### config.mk
export PLATFORM = sky130hd
export DESIGN_NAME = jtdsp16_docache_flat
export DESIGN_NICKNAME = d
export VERILOG_FILES = /design/src/rtl/jtdsp16_pkg.sv /design/src/rtl/jtdsp16_docache_if.sv /design/src/rtl/jtdsp16_docache_mem.sv /design/src/rtl/jtdsp16_docache.sv /design/src/flat_wrapper.sv
export SDC_FILE = /design/constraint.sdc
export NUM_CORES = 1
export LEC_CHECK = 0
export BUFFER_PORTS_ARGS = -buffer_cell sky130_fd_sc_hd__clkbuf_2
export CORE_ASPECT_RATIO = 1.2
export CORE_MARGIN = 3
export CORE_UTILIZATION = 68
export CTS_BUF_LIST = sky130_fd_sc_hd__clkbuf_4
export CTS_CLUSTER_SIZE = 25
export DETAILED_ROUTE_END_ITERATION = 10
export HOLD_SLACK_MARGIN = 0.15
export PLACE_DENSITY_LB_ADDON = 0.08
export SYNTH_ARGS = -nofsm -noshare
export SYNTH_HDL_FRONTEND = slang
export SYNTH_SLANG_ARGS = --single-unit
### constraint.sdc
create_clock -name clk -period 8.85 [get_ports clk]
set_input_delay 2.655 -clock clk [delete_from_list [all_inputs] [get_ports clk]]
set_output_delay 2.655 -clock clk [all_outputs]
set_load 0.02 [all_outputs]
### src/rtl/jtdsp16_pkg.sv
// Shared DSP16 definitions.
// Provides the do-cache sequencer state encoding and the default loop-body depth.
package jtdsp16_pkg;

  typedef enum logic [1:0] {
    DOC_IDLE   = 2'd0,
    DOC_FILL   = 2'd1,
    DOC_REPLAY = 2'd2
  } doc_state_t;

  localparam int DSP16_CACHE_DEPTH = 15;

endpackage

### src/rtl/jtdsp16_docache_if.sv
// Decoder-side bus of the do/redo loop cache.
// master: decoder/ROM side, drives the loop requests, the fetch strobe and the ROM word.
// slave : the cache, returns the replay word, the mux select and the status flags.
interface jtdsp16_docache_if #(
  parameter int DW = 16,
  parameter int AW = 4,
  parameter int KW = 7
);
  logic          cen;
  logic          do_start;
  logic          redo_start;
  logic [AW-1:0] do_ni;
  logic [KW-1:0] do_k;
  logic          fetch_en;
  logic          abort;
  logic [DW-1:0] rom_dout;
  logic [DW-1:0] cache_dout;
  logic          cache_sel;
  logic          pc_halt;
  logic          busy;
  logic          loop_last;
  logic          cache_err;
  logic          cache_valid;

  modport master (
    output cen, do_start, redo_start, do_ni, do_k, fetch_en, abort, rom_dout,
    input  cache_dout, cache_sel, pc_halt, busy, loop_last, cache_err, cache_valid
  );

  modport slave (
    input  cen, do_start, redo_start, do_ni, do_k, fetch_en, abort, rom_dout,
    output cache_dout, cache_sel, pc_halt, busy, loop_last, cache_err, cache_valid
  );
endinterface

### src/rtl/jtdsp16_docache_mem.sv
// Loop-body storage: DEPTH x DW register file.
// Ports: clk; we/waddr/wdata synchronous write; raddr/rdata asynchronous read.
// Contents are not reset.
module jtdsp16_docache_mem
  import jtdsp16_pkg::*;
#(
  parameter int DW    = 16,
  parameter int DEPTH = DSP16_CACHE_DEPTH,
  parameter int AW    = 4
) (
  input  logic          clk,
  input  logic          we,
  input  logic [AW-1:0] waddr,
  input  logic [DW-1:0] wdata,
  input  logic [AW-1:0] raddr,
  output logic [DW-1:0] rdata
);

  logic [DW-1:0] mem [DEPTH];

  always_ff @(posedge clk) begin
    if (we) mem[waddr] <= wdata;
  end

  assign rdata = mem[raddr];

endmodule

### src/rtl/jtdsp16_docache.sv
// DSP16 do/redo loop cache and sequencer.
// Captures the loop body from ROM on the first pass, then replays it from local
// storage for the remaining passes while freezing the PC.
// Ports: clk, rst (synchronous, active low), bus (jtdsp16_docache_if.slave).
//
// state      | meaning
// DOC_IDLE   | no loop active, waiting for do/redo
// DOC_FILL   | first pass, body fetched from ROM and written to storage
// DOC_REPLAY | later passes, body read from storage, PC frozen
module jtdsp16_docache
  import jtdsp16_pkg::*;
#(
  parameter int DW    = 16,
  parameter int DEPTH = DSP16_CACHE_DEPTH,
  parameter int AW    = 4,
  parameter int KW    = 7
) (
  input logic               clk,
  input logic               rst,
  jtdsp16_docache_if.slave  bus
);

  localparam logic [AW-1:0] NI_ONE = AW'(1);
  localparam logic [AW-1:0] NI_MAX = AW'(DEPTH);
  localparam logic [KW-1:0] K_ONE  = KW'(1);

  doc_state_t    state;
  logic [AW-1:0] wr_ptr, rd_ptr, ni_reg;
  logic [KW-1:0] iter;
  logic          valid_q, err_q, sel_q;
  logic          do_ok, redo_ok, wr_last, rd_last, last_iter, mem_we;

  assign do_ok     = (bus.do_ni != '0) && (bus.do_ni <= NI_MAX) && (bus.do_k != '0);
  assign redo_ok   = valid_q && (bus.do_k != '0);
  assign wr_last   = (wr_ptr == (ni_reg - NI_ONE));
  assign rd_last   = (rd_ptr == (ni_reg - NI_ONE));
  assign last_iter = (iter == K_ONE);
  // Abort beats the fill write so a flushed loop leaves no half-written word.
  assign mem_we    = rst && bus.cen && !bus.abort && bus.fetch_en && (state == DOC_FILL);

  always_ff @(posedge clk) begin
    if (!rst) begin
      state   <= DOC_IDLE;
      wr_ptr  <= '0;
      rd_ptr  <= '0;
      ni_reg  <= '0;
      iter    <= '0;
      valid_q <= 1'b0;
      err_q   <= 1'b0;
      sel_q   <= 1'b0;
    end else if (bus.cen) begin
      err_q <= 1'b0;
      if (bus.abort) begin
        state <= DOC_IDLE;
        sel_q <= 1'b0;
        // A partial body is useless; a completed body survives a replay abort.
        if (state == DOC_FILL) valid_q <= 1'b0;
      end else begin
        case (state)
          DOC_IDLE: begin
            // do wins over a simultaneous redo, which is dropped silently.
            if (bus.do_start) begin
              if (do_ok) begin
                ni_reg  <= bus.do_ni;
                iter    <= bus.do_k;
                wr_ptr  <= '0;
                valid_q <= 1'b0;
                state   <= DOC_FILL;
              end else begin
                err_q <= 1'b1;
              end
            end else if (bus.redo_start) begin
              if (redo_ok) begin
                iter   <= bus.do_k;
                rd_ptr <= '0;
                sel_q  <= 1'b1;
                state  <= DOC_REPLAY;
              end else begin
                err_q <= 1'b1;
              end
            end
          end
          DOC_FILL: begin
            if (bus.do_start || bus.redo_start) err_q <= 1'b1;
            if (bus.fetch_en) begin
              wr_ptr <= wr_ptr + NI_ONE;
              if (wr_last) begin
                valid_q <= 1'b1;
                if (last_iter) begin
                  state <= DOC_IDLE;
                end else begin
                  // Select goes up with the last ROM word so the next fetch has no bubble.
                  iter   <= iter - K_ONE;
                  rd_ptr <= '0;
                  sel_q  <= 1'b1;
                  state  <= DOC_REPLAY;
                end
              end
            end
          end
          DOC_REPLAY: begin
            if (bus.do_start || bus.redo_start) err_q <= 1'b1;
            if (bus.fetch_en) begin
              if (rd_last) begin
                rd_ptr <= '0;
                if (last_iter) begin
                  sel_q <= 1'b0;
                  state <= DOC_IDLE;
                end else begin
                  iter <= iter - K_ONE;
                end
              end else begin
                rd_ptr <= rd_ptr + NI_ONE;
              end
            end
          end
          default: begin
            sel_q <= 1'b0;
            state <= DOC_IDLE;
          end
        endcase
      end
    end
  end

  jtdsp16_docache_mem #(
    .DW    (DW),
    .DEPTH (DEPTH),
    .AW    (AW)
  ) u_mem (
    .clk   (clk),
    .we    (mem_we),
    .waddr (wr_ptr),
    .wdata (bus.rom_dout),
    .raddr (rd_ptr),
    .rdata (bus.cache_dout)
  );

  assign bus.cache_sel   = sel_q;
  assign bus.pc_halt     = sel_q;
  assign bus.busy        = (state != DOC_IDLE);
  assign bus.loop_last   = (state == DOC_REPLAY) && last_iter;
  assign bus.cache_err   = err_q;
  assign bus.cache_valid = valid_q;

endmodule

### src/flat_wrapper.sv
// flat-port wrapper written by rule: the top's interface ports become plain ports
module jtdsp16_docache_flat import jtdsp16_pkg::*;
#(
  parameter int DW    = 16,
  parameter int DEPTH = DSP16_CACHE_DEPTH,
  parameter int AW    = 4,
  parameter int KW    = 7
)
  (clk, rst, bus_cen, bus_do_start, bus_redo_start, bus_do_ni, bus_do_k, bus_fetch_en, bus_abort, bus_rom_dout, bus_cache_dout, bus_cache_sel, bus_pc_halt, bus_busy, bus_loop_last, bus_cache_err, bus_cache_valid);
  jtdsp16_docache_if #(.DW(DW), .AW(AW), .KW(KW)) bus_i ();
  input logic clk;
  input logic rst;
  input wire logic [$bits(bus_i.cen)-1:0] bus_cen;
  input wire logic [$bits(bus_i.do_start)-1:0] bus_do_start;
  input wire logic [$bits(bus_i.redo_start)-1:0] bus_redo_start;
  input wire logic [$bits(bus_i.do_ni)-1:0] bus_do_ni;
  input wire logic [$bits(bus_i.do_k)-1:0] bus_do_k;
  input wire logic [$bits(bus_i.fetch_en)-1:0] bus_fetch_en;
  input wire logic [$bits(bus_i.abort)-1:0] bus_abort;
  input wire logic [$bits(bus_i.rom_dout)-1:0] bus_rom_dout;
  output wire logic [$bits(bus_i.cache_dout)-1:0] bus_cache_dout;
  output wire logic [$bits(bus_i.cache_sel)-1:0] bus_cache_sel;
  output wire logic [$bits(bus_i.pc_halt)-1:0] bus_pc_halt;
  output wire logic [$bits(bus_i.busy)-1:0] bus_busy;
  output wire logic [$bits(bus_i.loop_last)-1:0] bus_loop_last;
  output wire logic [$bits(bus_i.cache_err)-1:0] bus_cache_err;
  output wire logic [$bits(bus_i.cache_valid)-1:0] bus_cache_valid;
  assign bus_i.cen = bus_cen;
  assign bus_i.do_start = bus_do_start;
  assign bus_i.redo_start = bus_redo_start;
  assign bus_i.do_ni = bus_do_ni;
  assign bus_i.do_k = bus_do_k;
  assign bus_i.fetch_en = bus_fetch_en;
  assign bus_i.abort = bus_abort;
  assign bus_i.rom_dout = bus_rom_dout;
  assign bus_cache_dout = bus_i.cache_dout;
  assign bus_cache_sel = bus_i.cache_sel;
  assign bus_pc_halt = bus_i.pc_halt;
  assign bus_busy = bus_i.busy;
  assign bus_loop_last = bus_i.loop_last;
  assign bus_cache_err = bus_i.cache_err;
  assign bus_cache_valid = bus_i.cache_valid;
  jtdsp16_docache #(.DW(DW), .DEPTH(DEPTH), .AW(AW), .KW(KW)) u_core (.clk(clk), .rst(rst), .bus(bus_i));
endmodule
==> impl_results.html <==
<table>
<tr><th>Metric</th><th>Value</th></tr>
<tr><th colspan="2">Layout</th></tr>
<tr><td>Finished layout cell area</td><td>12400 µm²</td></tr>
<tr><td>Most flops, register</td><td>u_core.u_mem.mem</td></tr>
<tr><td>Count of nets after finishing</td><td>772</td></tr>
<tr><td>Largest registers</td><td>u_core.u_mem.mem (240), u_core.iter (7)</td></tr>
<tr><td>Post-synthesis to final-layout area growth</td><td>11.7%</td></tr>
<tr><td>Fraction of layout instances using a drive strength above 1</td><td>0.328</td></tr>
<tr><td>Number of flip-flops in the largest register</td><td>240</td></tr>
<tr><th colspan="2">Setup path</th></tr>
<tr><td>Setup crit end</td><td>bus_cache_dout[15]</td></tr>
<tr><td>Capture instance of the worst register-to-register path</td><td>u_core.u_mem.mem[11][4]</td></tr>
<tr><td>Class of the most critical setup path</td><td>flip-flop to output port</td></tr>
<tr><td>Crit path max fanout</td><td>51</td></tr>
<tr><td>Flop2flop setup slack</td><td>between 5000 and 6000 ps</td></tr>
<tr><td>Arrival @ worst endpoint</td><td>3310 ps</td></tr>
<tr><td>R2R cell count</td><td>7</td></tr>
<tr><td>Reg-to-reg critical path startpoint</td><td>u_core.state[1]</td></tr>
<tr><td>Kind of launch point of the worst setup path</td><td>flip-flop</td></tr>
<tr><td>Kind of end point of the critical path</td><td>output port</td></tr>
<tr><td>Worst EP required</td><td>roughly 6200 ps</td></tr>
<tr><th colspan="2">Power</th></tr>
<tr><td>Max rail drop VDD</td><td>114 µV</td></tr>
<tr><td>Total power density per cell area</td><td>193 nW/µm²</td></tr>
<tr><td>Static Leakage</td><td>4.04 nW</td></tr>
<tr><td>Tot Pwr</td><td>0.00238 W</td></tr>
<tr><th colspan="2">Synthesis</th></tr>
<tr><td>Unique masters post-synth</td><td>61</td></tr>
<tr><td>Synth area leader</td><td>edfxtp_1</td></tr>
<tr><td>Warnings from Yosys</td><td>0</td></tr>
<tr><td>Share of async-settable or async-resettable flops after synthesis</td><td>0</td></tr>
<tr><td>Synth area leaders</td><td>edfxtp_1 65%, mux4_2 13%, dfxtp_1 5.1%</td></tr>
<tr><td>Syn avg cell area</td><td>17.7 µm²</td></tr>
<tr><td>Synthesized Nets</td><td>672</td></tr>
<tr><td>EDFF count, synth</td><td>240</td></tr>
<tr><td>Most repeated cell in the gate-level netlist after synthesis</td><td>edfxtp_1</td></tr>
<tr><td>Area fraction of the dominant cell type after synthesis</td><td>0.651</td></tr>
<tr><td>Synthesized flop and latch total</td><td>268</td></tr>
<tr><td>Netlist Area Pre-Place</td><td>~11000 µm²</td></tr>
<tr><td>Top post-synthesis cells by count</td><td>240 x edfxtp_1, 64 x mux4_2, 36 x nand2_1, 30 x nor2_1, 29 x o21ai_0</td></tr>
<tr><td>Top flip-flop cell by instance count after synthesis</td><td>edfxtp_1</td></tr>
<tr><td>Synthesized instance count</td><td>626</td></tr>
<tr><td>Post-synthesis sequential area ratio</td><td>0.702</td></tr>
<tr><th colspan="2">Min path</th></tr>
<tr><td>Min-Delay Path Class</td><td>flip-flop to flip-flop</td></tr>
<tr><th colspan="2">Timing</th></tr>
<tr><td>Worst-case headroom to the max-slew limit</td><td>0.139</td></tr>
<tr><td>Setup-violating endpoint count in the final report</td><td>0</td></tr>
<tr><td>Final worst hold slack</td><td>473 ps</td></tr>
<tr><td>Minimum clock period after layout</td><td>~6000 ps</td></tr>
<tr><td>Final count of pins violating max slew</td><td>0</td></tr>
<tr><td>Final number of hold-violating endpoints</td><td>0</td></tr>
<tr><td>Share of the clock period used by the worst path</td><td>0.674</td></tr>
<tr><td>Transition time of the tightest slew-check pin</td><td>about 1300 ps</td></tr>
<tr><td>Post-route clock skew</td><td>approximately 30 ps</td></tr>
<tr><td>Setup total negative slack</td><td>0 ps</td></tr>
<tr><td>Maximum achievable frequency</td><td>around 170 MHz</td></tr>
<tr><td>Setup repair after global routing missed its margin</td><td>false</td></tr>
<tr><th colspan="2">Clocking</th></tr>
<tr><td>Number of instances resized during post-cts repair</td><td>0</td></tr>
<tr><td>Source-to-sink clock delay at the later pin of the worst-skew pair</td><td>670 ps</td></tr>
<tr><td>Deepest clock path buffer count</td><td>3</td></tr>
<tr><td>Hold-fix buffers, CTS</td><td>0</td></tr>
<tr><td># clock sinks</td><td>roughly 270</td></tr>
<tr><td>Number of buffers inserted during clock tree synthesis</td><td>60</td></tr>
<tr><td>Post-CTS repair timing setup buffer count</td><td>0</td></tr>
<tr><td>Root buffer selected by CTS</td><td>clkbuf_4</td></tr>
<tr><td>Clock tree from TritonCTS</td><td>built</td></tr>
<tr><td>Clock transition at the registers of the reported paths</td><td>70 ps</td></tr>
<tr><td>Htree depth</td><td>2</td></tr>
<tr><th colspan="2">Floorplan</th></tr>
<tr><td>Floorplan die width</td><td>around 120 µm</td></tr>
<tr><td>Core box area</td><td>15800 µm²</td></tr>
<tr><td>Die ar.</td><td>about 18000 µm²</td></tr>
<tr><td>Die Height</td><td>146 µm</td></tr>
<tr><td>Row cnt</td><td>50</td></tr>
<tr><td>Initial Util</td><td>0.702</td></tr>
<tr><td>Boundary pin count</td><td>56</td></tr>
<tr><th colspan="2">Place</th></tr>
<tr><td>GP Congestion</td><td>between 0.9 and 1</td></tr>
<tr><td>Quantity of I/O buffers inserted on ports</td><td>55</td></tr>
<tr><td>Post-detailed-placement half-perimeter wirelength</td><td>13.6 mm</td></tr>
<tr><td>Placed standard-cell area</td><td>approximately 12000 µm²</td></tr>
<tr><th colspan="2">Detailed routing</th></tr>
<tr><td>Number of nets still failing antenna checks after routing</td><td>0</td></tr>
<tr><td>Vias</td><td>6181</td></tr>
<tr><td>Via/cell ratio</td><td>6.29</td></tr>
<tr><td>Wire per inst</td><td>23.2 µm</td></tr>
<tr><td>Number of search-and-repair iterations in the first detailed-routing pass</td><td>5</td></tr>
<tr><td>Violation count after the first detailed-route iteration</td><td>579</td></tr>
<tr><td>Routed WL</td><td>22.8 mm</td></tr>
<tr><td>Number of design rule violations left after detail routing</td><td>0</td></tr>
<tr><th colspan="2">Global route</th></tr>
<tr><td>Total Routing Usage GR</td><td>0.271</td></tr>
<tr><td>Largest net degree at the start of global routing</td><td>56</td></tr>
<tr><td>Most used routing layer</td><td>met2</td></tr>
<tr><td>Routing usage on met1</td><td>0.357</td></tr>
<tr><td>Grt met3 use</td><td>0.0533</td></tr>
<tr><td>Number of antenna violations at the first check in global routing</td><td>1</td></tr>
<tr><td>Met2 Use GR</td><td>0.450</td></tr>
<tr><td>Global-route wire length before repair</td><td>35.6 mm</td></tr>
<tr><td>Sum of overflow across all layers after global routing</td><td>0</td></tr>
<tr><td>Number of global-route vias before repair</td><td>6445</td></tr>
<tr><th colspan="2">Job</th></tr>
<tr><td>Max-Cap Viols</td><td>0</td></tr>
<tr><th colspan="2">Outcome</th></tr>
<tr><td>Outcome</td><td>finished clean</td></tr>
</table>
-- cell usage in the layout (no fill, tap or decap), drive strengths merged, types with 12 or more instances in the layout --
master / instances
nand2: 38
o21ai: 33
ha: 12
mux4: 64
edfxtp: 240
clkbuf: 148
mux2i: 23
buf: 16
nor2: 30
clkinv: 15
dfxtp: 28
nor2b: 13
inv: 19
-- cell type report --
type | instances | area [µm²]
Fill cell | 894 | 3400
Clock inverter | 17 | 65.1
Tap cell | 208 | 260
Inverter | 17 | 63.8
Sequential cell | 268 | 7770
Multi-Input combinational cell | 308 | 3100
Clock buffer | 93 | 698
Timing Repair Buffer | 71 | 395
Antenna cell | 1 | 2.50
-- critical path, cell delays in order, from the launching register on --
cell,delay (ps)
dfxtp_4,520
buf_4,790
mux4_2,630
mux4_2,470
clkbuf_2,170
-- power breakdown --
part / switching (W) / total (W) / internal, W
Clock: 0.000444 / 0.000921 / 0.000477
Sequential: 0.00000355 / 0.00138 / 0.00138
Combinational: 0.0000516 / 0.0000786 / 0.0000269
Total: 0.000499 / 0.00238 / 0.00188
-- worst min path at each step --
stage / endpoint / depth (start not counted) / from
after floorplan: u_core.iter[6] / 2 / u_core.iter[6]
after global placement: u_core.bus.cache_sel / 2 / u_core.bus.cache_sel
after detailed placement: u_core.bus.cache_sel / 2 / u_core.bus.cache_sel
after CTS: u_core.bus.cache_sel / 2 / u_core.bus.cache_sel
after global routing: u_core.bus.cache_sel / 2 / u_core.bus.cache_sel
final: u_core.bus.cache_sel / 2 / u_core.bus.cache_sel
-- routing by layer --
layer / share of wire / routed length [µm]
met1: 0.37 / 8440
met2: 0.53 / 12200
met3: 0.069 / 1570
met4: 0.028 / 643
met5: 0 / 0
-- stage by stage --
step	setup WS, ps	std cells	utilization
after floorplan	3950	626	-
after global placement	3480	872	0.736
after detailed placement	3400	872	0.736
after CTS	2770	982	0.784
after global routing	2650	983	0.784
final	2890	983	0.784
-- cell families (layout without fill, tap and decap cells) --
group | count (synthesis) | count (layout) | share of synthesized area
AOI/OAI and AO/OA | 75 | 75 | 0.0461
xor gates and xnor gates | 10 | 10 | 0.0105
adders and majority gates | 12 | 12 | 0.0136
buffers and inverters | 50 | 198 | 0.0205
DFF | 268 | 268 | 0.702
muxes | 88 | 88 | 0.152
other | 0 | 1 | 0
and+or+nand+nor | 123 | 123 | 0.0555
(Power assumes the default switching activity.)
